`src/rtl/axis_rational_width_converter_if.sv`:
```
// AXI-stream bundle carrying data, valid, ready and last.
// Ports: master drives data/valid/last; slave drives ready.
interface Axis_If #(
    parameter int DWIDTH = 32
);
    logic [DWIDTH-1:0] data;
    logic              valid;
    logic              ready;
    logic              last;

    modport master (output data, valid, last, input ready);
    modport slave  (input data, valid, last, output ready);
endinterface

```
`src/rtl/axis_rational_width_converter.sv`:
```
// Repacks IN_SAMPLES-wide words into OUT_SAMPLES-wide words.
// Ports: clk, reset (async, active-low), data_in (slave),
// data_out (master), out_valid_samples (count in output word).
module axis_rational_width_converter #(
    parameter int SAMPLE_WIDTH = 16,
    parameter int IN_SAMPLES   = 2,
    parameter int OUT_SAMPLES  = 3
) (
    input  logic                               clk,
    input  logic                               reset,
    Axis_If.slave                              data_in,
    Axis_If.master                             data_out,
    output logic [$clog2(OUT_SAMPLES+1)-1:0]   out_valid_samples
);
    localparam int CAP = 2 * (IN_SAMPLES + OUT_SAMPLES);
    localparam int CW  = $clog2(CAP + 1);
    localparam int VW  = $clog2(OUT_SAMPLES + 1);
    localparam int SW  = SAMPLE_WIDTH;

    localparam logic [CW-1:0] IN_C  = CW'(IN_SAMPLES);
    localparam logic [CW-1:0] OUT_C = CW'(OUT_SAMPLES);
    localparam logic [CW-1:0] CAP_C = CW'(CAP);

    typedef enum logic {FILL, FLUSH} state_t;

    state_t        state_q, state_d;
    logic [CW-1:0] count_q, count_d;
    logic [CW-1:0] base;
    logic [SW-1:0] mem_q [CAP];
    logic [SW-1:0] mem_d [CAP];
    logic          vld;
    logic          tail;
    logic          push;
    logic          pop;

    // tail: the word on offer closes the packet
    always_comb begin
        tail = (state_q == FLUSH) && (count_q <= OUT_C);
        vld  = 1'b0;
        unique case (state_q)
            FILL:  vld = (count_q >= OUT_C);
            FLUSH: vld = (count_q != '0);
            default: vld = 1'b0;
        endcase
    end

    // ready is gated by reset so it reads 0 while held in reset
    always_comb begin
        data_in.ready = reset && (state_q == FILL)
                        && (count_q <= CAP_C - IN_C);
        data_out.valid = vld;
        data_out.last  = vld && tail;
        out_valid_samples = '0;
        if (vld)
            out_valid_samples = tail ? VW'(count_q)
                                     : VW'(OUT_SAMPLES);
        data_out.data = '0;
        for (int j = 0; j < OUT_SAMPLES; j++) begin
            if (vld && (!tail || CW'(j) < count_q))
                data_out.data[j*SW +: SW] = mem_q[j];
        end
    end

    // slot 0 always holds the oldest sample; a pop shifts
    // the buffer down, a push lands just above the survivors
    always_comb begin
        push    = data_in.valid && data_in.ready;
        pop     = vld && data_out.ready;
        state_d = state_q;
        base    = count_q;
        if (pop)
            base = tail ? '0 : count_q - OUT_C;
        for (int i = 0; i < CAP; i++) begin
            mem_d[i] = pop ? mem_q[(i + OUT_SAMPLES) % CAP]
                           : mem_q[i];
            if (push && CW'(i) >= base
                     && CW'(i) < base + IN_C)
                mem_d[i] = data_in.data[
                    (i - int'(base)) * SW +: SW];
        end
        count_d = base + (push ? IN_C : '0);
        unique case (state_q)
            FILL:
                if (push && data_in.last)
                    state_d = FLUSH;
            FLUSH:
                if (pop && tail)
                    state_d = FILL;
            default: state_d = FILL;
        endcase
    end

    always_ff @(posedge clk or negedge reset) begin
        if (!reset) begin
            state_q <= FILL;
            count_q <= '0;
        end else begin
            state_q <= state_d;
            count_q <= count_d;
        end
    end

    // contents past count are don't-care, so no reset needed
    always_ff @(posedge clk) begin
        mem_q <= mem_d;
    end
endmodule

```
`src/flat_wrapper.sv`:
```
// flat-port wrapper written by rule: the top's interface ports become plain ports
module axis_rational_width_converter_flat 
#(
    parameter int SAMPLE_WIDTH = 16,
    parameter int IN_SAMPLES   = 2,
    parameter int OUT_SAMPLES  = 3
)
  (clk, reset, out_valid_samples, data_in_data, data_in_valid, data_in_last, data_in_ready, data_out_data, data_out_valid, data_out_last, data_out_ready);
  Axis_If #(.DWIDTH(32)) data_in_i ();
  Axis_If #(.DWIDTH(48)) data_out_i ();
  input  logic clk;
  input  logic reset;
  output logic [$clog2(OUT_SAMPLES+1)-1:0] out_valid_samples;
  input wire logic [$bits(data_in_i.data)-1:0] data_in_data;
  input wire logic [$bits(data_in_i.valid)-1:0] data_in_valid;
  input wire logic [$bits(data_in_i.last)-1:0] data_in_last;
  output wire logic [$bits(data_in_i.ready)-1:0] data_in_ready;
  output wire logic [$bits(data_out_i.data)-1:0] data_out_data;
  output wire logic [$bits(data_out_i.valid)-1:0] data_out_valid;
  output wire logic [$bits(data_out_i.last)-1:0] data_out_last;
  input wire logic [$bits(data_out_i.ready)-1:0] data_out_ready;
  assign data_in_i.data = data_in_data;
  assign data_in_i.valid = data_in_valid;
  assign data_in_i.last = data_in_last;
  assign data_in_ready = data_in_i.ready;
  assign data_out_data = data_out_i.data;
  assign data_out_valid = data_out_i.valid;
  assign data_out_last = data_out_i.last;
  assign data_out_i.ready = data_out_ready;
  axis_rational_width_converter #(.SAMPLE_WIDTH(SAMPLE_WIDTH), .IN_SAMPLES(IN_SAMPLES), .OUT_SAMPLES(OUT_SAMPLES)) u_core (.clk(clk), .reset(reset), .data_in(data_in_i), .data_out(data_out_i), .out_valid_samples(out_valid_samples));
endmodule
```
`config.mk`:
```
export PLATFORM = sky130hd
export DESIGN_NAME = axis_rational_width_converter_flat
export DESIGN_NICKNAME = d
export VERILOG_FILES = /design/src/rtl/axis_rational_width_converter_if.sv /design/src/rtl/axis_rational_width_converter.sv /design/src/flat_wrapper.sv
export SDC_FILE = /design/constraint.sdc
export NUM_CORES = 1
export LEC_CHECK = 0
export CORE_MARGIN = 5
export CORE_UTILIZATION = 47
export CTS_CLUSTER_SIZE = 28
export DETAILED_ROUTE_END_ITERATION = 8
export GPL_ROUTABILITY_DRIVEN = 0
export PLACE_DENSITY = 0.78
export SYNTH_ARGS = -nofsm -noshare
export SYNTH_HDL_FRONTEND = slang
export SYNTH_SLANG_ARGS = --single-unit
```
`constraint.sdc`:
```
create_clock -name clk -period 4.6 [get_ports clk]
set_input_delay 0.46 -clock clk [delete_from_list [all_inputs] [get_ports clk]]
set_output_delay 0.46 -clock clk [all_outputs]
set_load 0.01 [all_outputs]
```
# Word-level counts from Yosys, hierarchy flattened
# Index checks and enable logic that the tools add are counted.
dict set report op_classes {
  add_sub_neg 13
  mul 0
  div_mod_pow 0
  magnitude_cmp 26
  n_eq_ne 0
  n_shift 10
  mux 32
  bitwise 1
  reduce_logical 46
}
# op n
set ops {}
lappend ops {{$mux W16} 23}
lappend ops {{$shiftx A32 B32 Y16} 10}
lappend ops {{$logic_and A1 B1 Y1} 31}
lappend ops {{$reduce_bool A2 Y1} 10}
lappend ops {{$sub A3 B4 Y5 const A} 4}
lappend ops {{$ge A3 B4 Y1 const A} 4}
lappend ops {{$lt A1 B4 Y1 const A} 4}
lappend ops {{$lt A3 B4 Y1 const A} 4}
lappend ops {{$lt A2 B4 Y1 const A} 3}
lappend ops {{$sub A1 B4 Y5 const A} 2}
lappend ops {{$sub A2 B4 Y5 const A} 2}
lappend ops {{$sub A4 B4 Y5 const A} 2}
lappend ops {{$ge A1 B4 Y1 const A} 2}
lappend ops {{$ge A2 B4 Y1 const A} 2}
lappend ops {{$ge A4 B4 Y1 const A} 2}
lappend ops {{$lt A4 B4 Y1 const A} 2}
lappend ops {{$mux W4} 2}
lappend ops {{$mux W2} 3}
lappend ops {{$add A4 B2 Y4 const B} 1}
lappend ops {{$add A4 B4 Y4} 1}
lappend ops {{$ge A4 B2 Y1 const B} 1}
lappend ops {{$le A4 B2 Y1 const B} 1}
lappend ops {{$le A4 B4 Y1 const B} 1}
lappend ops {{$pmux W1 S2} 2}
lappend ops {{other kinds (6)} 9}
dict set report word_totals {
  ff_bits 165
  latch_bits 0
  ramBits 0
  mem_bits_ro 0
  inputBits 37
  out_inout_bits 53
  elab_cells 140
  n_memories 0
}

# Longest topological paths before layout
# Gate-level depths: netlist (run 1).
dict set report logic_depth {
  word_depth 8
  depth_mapped 14
  mapped_depth_nobuf 12
}

# Least setup slack after synthesis (run 1)
# OpenSTA, ideal clock, no wires.
dict set report synth_timing {
  path_kind {register to register}
  from {register u_core.count_q[0]}
  to {register u_core.mem_q[16] in the netlist's numbering (enable)}
  setup_ns 0.394
  t_arrival_ns 3.689
  t_required_ns 4.206
  setup_slack_ns 0.517
  stages_incl_launch_ff 13
  n_path_buf 4
  synth_period_minus_slack_ns 4.083
  path_cell_list {dfrtp_1 -> inv_1 -> ha_1 -> nand2b_1 -> a41oi_1 -> a21o_1 -> buf_2 -> buf_1 -> ha_1 -> clkbuf_1 -> nand3_1 -> clkbuf_1 -> o211ai_1}
}
dict set report synth_via {
  elab_chain_len 8
  elab_cells_between_ends 18
  classes_between {2 x add/sub; 5 x order compare; 3 x mux; 8 x reduce/logical}
}
# element line
set synth_lines {}
lappend synth_lines {{from (decl)} axis_rational_width_converter.sv:27} ;# logic [CW-1:0] count_q, count_d;
lappend synth_lines {{from (signal assigned)} axis_rational_width_converter.sv:99} ;# count_q <= count_d;
lappend synth_lines {{$ge A4 B2 Y1 (tied with other cells)} axis_rational_width_converter.sv:41} ;# FILL: vld = (count_q >= OUT_C);
lappend synth_lines {{$pmux W1 S2 / $logic_and A1 B1 Y1 (equally long branches)} {axis_rational_width_converter.sv:40, axis_rational_width_converter.sv:38}}
lappend synth_lines {{$logic_and A1 B1 Y1 / $mux W4 (equally long branches)} {axis_rational_width_converter.sv:68, axis_rational_width_converter.sv:72}}
lappend synth_lines {{$mux W4} axis_rational_width_converter.sv:71} ;# if (pop)
lappend synth_lines {{$add A4 B2 Y4 / $ge A4 B4 Y1 (equally long branches)} {axis_rational_width_converter.sv:77, axis_rational_width_converter.sv:76}}
lappend synth_lines {{$lt A4 B4 Y1 / $logic_and A1 B1 Y1 (equally long branches)} {axis_rational_width_converter.sv:77, axis_rational_width_converter.sv:76}}
lappend synth_lines {{$logic_and A1 B1 Y1} axis_rational_width_converter.sv:77} ;# && CW'(i) < base + IN_C)
lappend synth_lines {{$reduce_bool A2 Y1 (no line) *} n/a}
lappend synth_lines {{to (signal assigned)} axis_rational_width_converter.sv:105} ;# mem_q <= mem_d;
lappend synth_lines {{to (decl)} axis_rational_width_converter.sv:29} ;# logic [SW-1:0] mem_q [CAP];
# Every way passes the cells marked *; elsewhere a longest branch is shown, timed or not.
# A chain may end at the register's enable or synchronous reset.

# Worst setup path in the final report (run 1)
dict set report layout_timing {
  from {register u_core.count_q[0]}
  to {output port data_out_data[37]}
}
dict set report layout_via {
  elab_chain_len 6
  elab_cells_between_ends 10
  classes_between {3 x order compare; 2 x mux; 5 x reduce/logical}
}
# element line
set layout_lines {}
lappend layout_lines {{$le A4 B2 Y1} axis_rational_width_converter.sv:38} ;# tail = (state_q == FLUSH) && (count_q <= OUT_C);
lappend layout_lines {{$logic_and A1 B1 Y1} axis_rational_width_converter.sv:38}
lappend layout_lines {{$logic_not A1 Y1} axis_rational_width_converter.sv:59} ;# if (vld && (!tail || CW'(j) < count_q))
lappend layout_lines {{$logic_or A1 B1 Y1} axis_rational_width_converter.sv:59}
lappend layout_lines {{$logic_and A1 B1 Y1 *} axis_rational_width_converter.sv:59}
lappend layout_lines {{$mux W16 *} axis_rational_width_converter.sv:59}
lappend layout_lines {{to (decl)} flat_wrapper.sv:18} ;# output wire logic [$bits(data_out_i.data)-1:0] data_out_data;
# Marks and branches as above.

==> results of run 1 <==
==> registers in the layout, indices dropped and copies added, names as in the netlist <==
signal	flops
u_core.count_q	4
u_core.state_q	1
u_core.mem_q	160
==> synthesized netlist by cell type, drive strengths merged, types with 5 or more instances <==
| library cell | number | share of area [%] |
|---|---|---|
| buf | 19 | 1.6 |
| nor2 | 37 | 1.7 |
| nand2 | 80 | 3.6 |
| mux2i | 35 | 4.4 |
| and2 | 49 | 3.7 |
| a21oi | 5 | 0.35 |
| o2bb2ai | 48 | 5.8 |
| o31ai | 33 | 3.2 |
| o21ai | 34 | 2.1 |
| mux2 | 50 | 6.8 |
| nand3 | 10 | 0.66 |
| dfrtp | 5 | 1.5 |
| clkbuf | 22 | 1.0 |
| ha | 8 | 1.2 |
| edfxtp | 160 | 58 |
| inv | 8 | 0.39 |
==> kinds of logic after synthesis <==
family / after synthesis / share of synthesized area, %
XOR/XNOR: 4 / 0.4224
AO/OA/AOI/OAI: 141 / 13.67
adder cells (fa/ha/maj): 9 / 1.327
AND/OR/NAND/NOR: 192 / 11.01
multiplexers: 85 / 11.21
buffers and inverters: 49 / 2.941
flip-flops: 165 / 59.43
==> power by group <==
group | leakage, uW | internal, uW | switching, uW
clock | 0.000263 | 747 | 589
sequential | 0.00159 | 2880 | 394
combinational | 0.00174 | 1700 | 2250
==> worst paths after layout <==
check / startpoint / end / slack [ns] / cells past startpoint
worst max-delay path: u_core.count_q[0] / data_out_data[37] / 0.74 / 7
worst min-delay path: reset / u_core.state_q / 0.27 / 1
worst max register to register: u_core.count_q[0] / u_core.mem_q[95] / 0.79 / 8
worst min register to register: u_core.mem_q[59] / u_core.mem_q[107] / 0.53 / 2
max in group asynchronous: reset / u_core.count_q[3] / 4.12 / 1
min in group clk: u_core.mem_q[59] / u_core.mem_q[107] / 0.53 / 2
==> metal layers <==
layer / vias up / part of all wire (%)
li1: 2587 / -
met1: 2684 / 45
met2: 284 / 45
met3: 17 / 9.0
met4: 0 / 1.4
met5: - / 0
==> stage by stage <==
| stage | utilization (%) | std cells | setup slack (ns) | total power, uW |
|---|---|---|---|---|
| 2_1_floorplan | - | 645 | 0.5169 | 5642 |
| 3_3_place_gp | 54.11 | 930 | 0.5980 | 7051 |
| 3_5_place_dp | 54.11 | 930 | 0.4716 | 7201 |
| 4_1_cts | 57.30 | 961 | 0.6821 | 8562 |
| 5_1_grt | 57.30 | 961 | 0.4518 | 9076 |
| 6_report | 57.30 | 961 | 0.7383 | 8552 |
==> final cells by class <==
class	instances	area (sq um)
Clock inverter	14	126.4
Fill cell	1378	7386
Tap cell	225	281.5
Inverter	8	32.53
Sequential cell	165	4930
Multi-Input combinational cell	431	3134
Clock buffer	17	425.4
Timing Repair Buffer	101	980.9
==> results.py, run 1 <==
metrics = {
    "setup_path": {
        "crit_chain": "inv_1, ha_1, nand2b_1, nand3_1, o21a_1, and2_1, clkdlybuf4s50_1",
        "end_kind": "output port",
        "worstPathArrival_ns": 3.40,
        "cp.buffers_inverters": 2,
        "crit_path_max_fanout": 21,
        "cp_slowest_cell": "o21a_1",
        "crit_required_ns": 4.14,
        "cpLargestDelayFamily": "simple AND/OR/NAND/NOR gates",
        "path_class": "flip-flop to output port",
        "critPathLaunchType": "flip-flop",
        "critPathMaxStageDelay_ns": 0.57,
    },
    "clock_network": {
        "clockRootBuffer": "clkbuf_16",
        "cts_repair_resize_count": 0,
        "path_clk_slew_ns": 0.06,
        "holdBufCountCts": 0,
        "clk_latency_ns": 0.43,
        "cts_tree": "built",
        "cts_buffers": 17,
        "clock_sinks": 165,
        "clk_path_buf_depth": 2,
        "post_cts_buffers": 0,
        "htree_levels": 4,
    },
    "die": {
        "start_util_pct": 47.96,
        "fp-row-count": 48,
        "io_pins": 90,
        "fp.dieH_um": 142.9,
        "core_area_sq_mm": 0.01730,
        "die_w_um": 142.9,
        "die_area_sq_mm": 0.02041,
    },
    "logic_synthesis": {
        "async_flop_share_pct": 3.030,
        "ys_warn_count": 0,
        "synth_seq_cells": 165,
        "synth_edf_count": 160,
        "synth_area_per_cell_sq_um": 12.86,
        "synth_fp_nets": 690,
        "ys_types": 54,
        "ys_seq_area_share_pct": 59.43,
        "mappedNetlistArea_sq_mm": 0.008295,
        "synthFlopType": "edfxtp_1",
        "syn_inst": 645,
    },
    "global_route": {
        "globalRouteMet1Util_pct": 30.01,
        "met2_usage_pct": 30.02,
        "grt_usage_pct": 20.08,
        "grt_max_degree": 35,
        "first_global_vias": 5480,
        "antenna_found_initial": 0,
        "grt-busiest-layer": "met2",
        "grtUsageMet3_pct": 3.751,
        "grt_pass1_wl_um": 30840,
        "grt_remaining_overflow": 0,
    },
    "sta": {
        "min_period_ns": 3.862,
        "slew_headroom_pct": 41.20,
        "clock_skew_ns": 0.005718,
        "report.final.hold_viol_count": 0,
        "drv_slew": 0,
        "finalSetupViolCount": 0,
        "hold_ws_ns": 0.2672,
        "fin_setup_tns_ns": 0,
        "rsz0062_at_grt": "false",
        "fmax_mhz": 259.0,
        "tightest_slew_ns": 0.8819,
        "period_share_pct": 83.95,
    },
    "final_layout": {
        "final_common_cell": "edfxtp_1",
        "nets": 769,
        "design_area_sq_mm": 0.009911,
        "area_growth_pct": 19.47,
        "drive_gt1_share_pct": 15.49,
        "antenna_cells": 0,
        "final_cell_mix": "edfxtp_1 (160), clkdlybuf4s50_1 (89), nand2_1 (80)",
    },
    "pwr": {
        "ir_worst_vdd_uv": 391.5,
        "power.leakage_uw": 0.003586,
        "power.density_mw_per_mm2": 862.9,
    },
    "detailed_routing": {
        "drt-total-wl_um": 19790,
        "via_per_inst": 5.798,
        "routedWlPerCell_um": 20.59,
        "num_vias": 5572,
        "dr.pass1.iters": 5,
        "route.detailed.drc": 0,
        "drt_iter0_markers": 583,
        "ant_nets": 0,
    },
    "placement": {
        "hpwl_um": 14800,
        "dpl_cell_area_sq_mm": 0.009359,
        "port_buffers": 89,
    },
    "status": {
        "run_status": "completed",
    },
    "worst_hold_path": {
        "hold_path.class": "input pin to async pin",
    },
    "flow_run": {
        "drv_cap": 0,
    },
}
Note: power is estimated with default switching activity, not from simulation.
==> run 2: changes to the inputs <==
==> constraint.sdc (replaced) <==
create_clock -name clk -period 3.9 [get_ports clk]
set_input_delay 0.39 -clock clk [delete_from_list [all_inputs] [get_ports clk]]
set_output_delay 0.39 -clock clk [all_outputs]
set_load 0.01 [all_outputs]
==> results.py, run 2 (same netlist as run 1, synthesis figures left out) <==
metrics = {
    "setup_path": {
        "crit_chain": "inv_1, ha_1, nand2b_1, nand3_1, buf_4, o21a_1, and2_1, clkdlybuf4s50_1",
        "critPathMaxStageDelay_ns": 0.54,
        "crit_path_max_fanout": 17,
        "critPathLaunchType": "flip-flop",
        "cp_slowest_cell": "clkdlybuf4s50_1",
        "worstPathArrival_ns": 3.22,
        "path_depth": 8,
        "cpLargestDelayFamily": "buffers and inverters",
        "end_kind": "output port",
        "cp.buffers_inverters": 3,
        "r2r_cells": 8,
        "crit_required_ns": 3.51,
        "path_class": "flip-flop to output port",
    },
    "placement": {
        "hpwl_um": 15430,
        "post-place-cells": 934,
        "port_buffers": 89,
    },
    "die": {
        "io_pins": 90,
        "die_w_um": 142.9,
        "die_area_sq_mm": 0.02041,
        "fp.dieH_um": 142.9,
        "core_area_sq_mm": 0.01730,
        "fp-row-count": 48,
        "start_util_pct": 47.96,
    },
    "sta": {
        "fmax_mhz": 276.6,
        "slew_headroom_pct": 43.86,
        "fin_setup_tns_ns": 0,
        "rsz0062_at_grt": "false",
        "min_period_ns": 3.615,
        "report.final.hold_viol_count": 0,
        "clock_skew_ns": 0.008885,
        "drv_slew": 0,
        "period_share_pct": 92.68,
        "tightest_slew_ns": 0.8420,
        "finalSetupViolCount": 0,
    },
    "worst_hold_path": {
        "hold_path.class": "input pin to async pin",
    },
    "global_route": {
        "grt_max_degree": 35,
        "grt_pass1_wl_um": 31380,
        "grt_usage_pct": 20.46,
        "first_global_vias": 5541,
        "grt_remaining_overflow": 0,
        "antenna_found_initial": 0,
    },
    "final_layout": {
        "area_growth_pct": 20.08,
        "reg_top3": "u_core.mem_q x160, u_core.count_q x4, u_core.state_q x1",
        "final_cell_mix": "edfxtp_1 (160), clkdlybuf4s50_1 (89), nand2_1 (80)",
        "largest_reg_flops": 160,
        "antenna_cells": 0,
        "final_common_cell": "edfxtp_1",
        "nets": 773,
        "drive_gt1_share_pct": 16.46,
        "layout.cells.non_filler": 966,
        "regMostFlops": "u_core.mem_q",
    },
    "clock_network": {
        "cts_buffers": 17,
        "htree_levels": 4,
        "path_clk_slew_ns": 0.07,
        "clk_path_buf_depth": 2,
        "clockRootBuffer": "clkbuf_16",
        "post_cts_buffers": 0,
        "clock_sinks": 165,
        "holdBufCountCts": 0,
        "cts_tree": "built",
        "cts_repair_resize_count": 0,
        "clk_latency_ns": 0.43,
    },
    "detailed_routing": {
        "routedWlPerCell_um": 21.02,
        "route.detailed.drc": 0,
        "via_per_inst": 5.841,
        "drt_iter0_markers": 556,
        "num_vias": 5642,
        "ant_nets": 0,
        "drt-total-wl_um": 20300,
        "dr.pass1.iters": 5,
    },
    "pwr": {
        "ir_worst_vdd_uv": 498.8,
        "power.leakage_uw": 0.003621,
        "power.density_mw_per_mm2": 1023,
        "total_power_uw": 10190,
    },
    "flow_run": {
        "drv_cap": 0,
    },
    "status": {
        "run_status": "completed",
    },
}
[run 2: final cells by class]
cell class | instances | area (sq um)
fillers | 1345 | 7336
flip-flops and latches | 165 | 4930
multi-input cells | 431 | 3134
repair buffers | 105 | 1011
clock buffers | 17 | 425.4
well taps | 225 | 281.5
clock inverters | 15 | 146.4
inverters | 8 | 32.53
[run 2: worst reg2reg max path: stages (launching register included)]
cell and delay (ns):
dfrtp_1 0.51, ha_1 0.24, nor2b_1 0.32, o211ai_1 0.22, a21o_1 0.23, ha_1 0.48
nand3_1 0.20, o21ai_2 0.66, mux2_2 0.43
[run 2: path summary, 6_finish.rpt]
kind / start / to / slack, ns
max in group asynchronous: reset / u_core.count_q[3] / 3.48
min reg2reg: u_core.mem_q[64] / u_core.mem_q[112] / 0.52
max reg2reg: u_core.count_q[0] / u_core.mem_q[26] / 0.36
min in group clk: u_core.mem_q[64] / u_core.mem_q[112] / 0.52
min: reset / u_core.state_q / 0.20
max: u_core.count_q[0] / data_out_data[37] / 0.29
[run 2: metal layers]
metal | global-route usage, % | wire length, um | up-vias
li1 | - | - | 2605
met1 | 28.45 | 8651 | 2739
met2 | 31.55 | 9373 | 282
met3 | 6.564 | 2098 | 16
met4 | 4.902 | 176 | 0
met5 | 0 | 0 | -
[run 2: where the power goes]
group | switching [uW] | total (uW) | internal (uW) | leakage (uW)
Sequential | 492 | 3890 | 3400 | 0.00159
Clock | 719 | 1620 | 897 | 0.000280
Combinational | 2670 | 4690 | 2020 | 0.00175
Total | 3880 | 10200 | 6310 | 0.00362
[run 2: through the flow]
stage | instance area [sq um] | utilization (%) | hold WS [ns] | setup WS, ns
5_1_grt | 9961 | 57.59 | 0.2236 | 0.06542
6_report | 9961 | 57.59 | 0.2034 | 0.2853
2_1_floorplan | 8298 | - | 0.09441 | 0.07604
4_1_cts | 9961 | 57.59 | 0.1980 | 0.2676
3_5_place_dp | 9389 | 54.28 | 0.5073 | 0.2432
3_3_place_gp | 9389 | 54.28 | 0.4978 | 0.3638
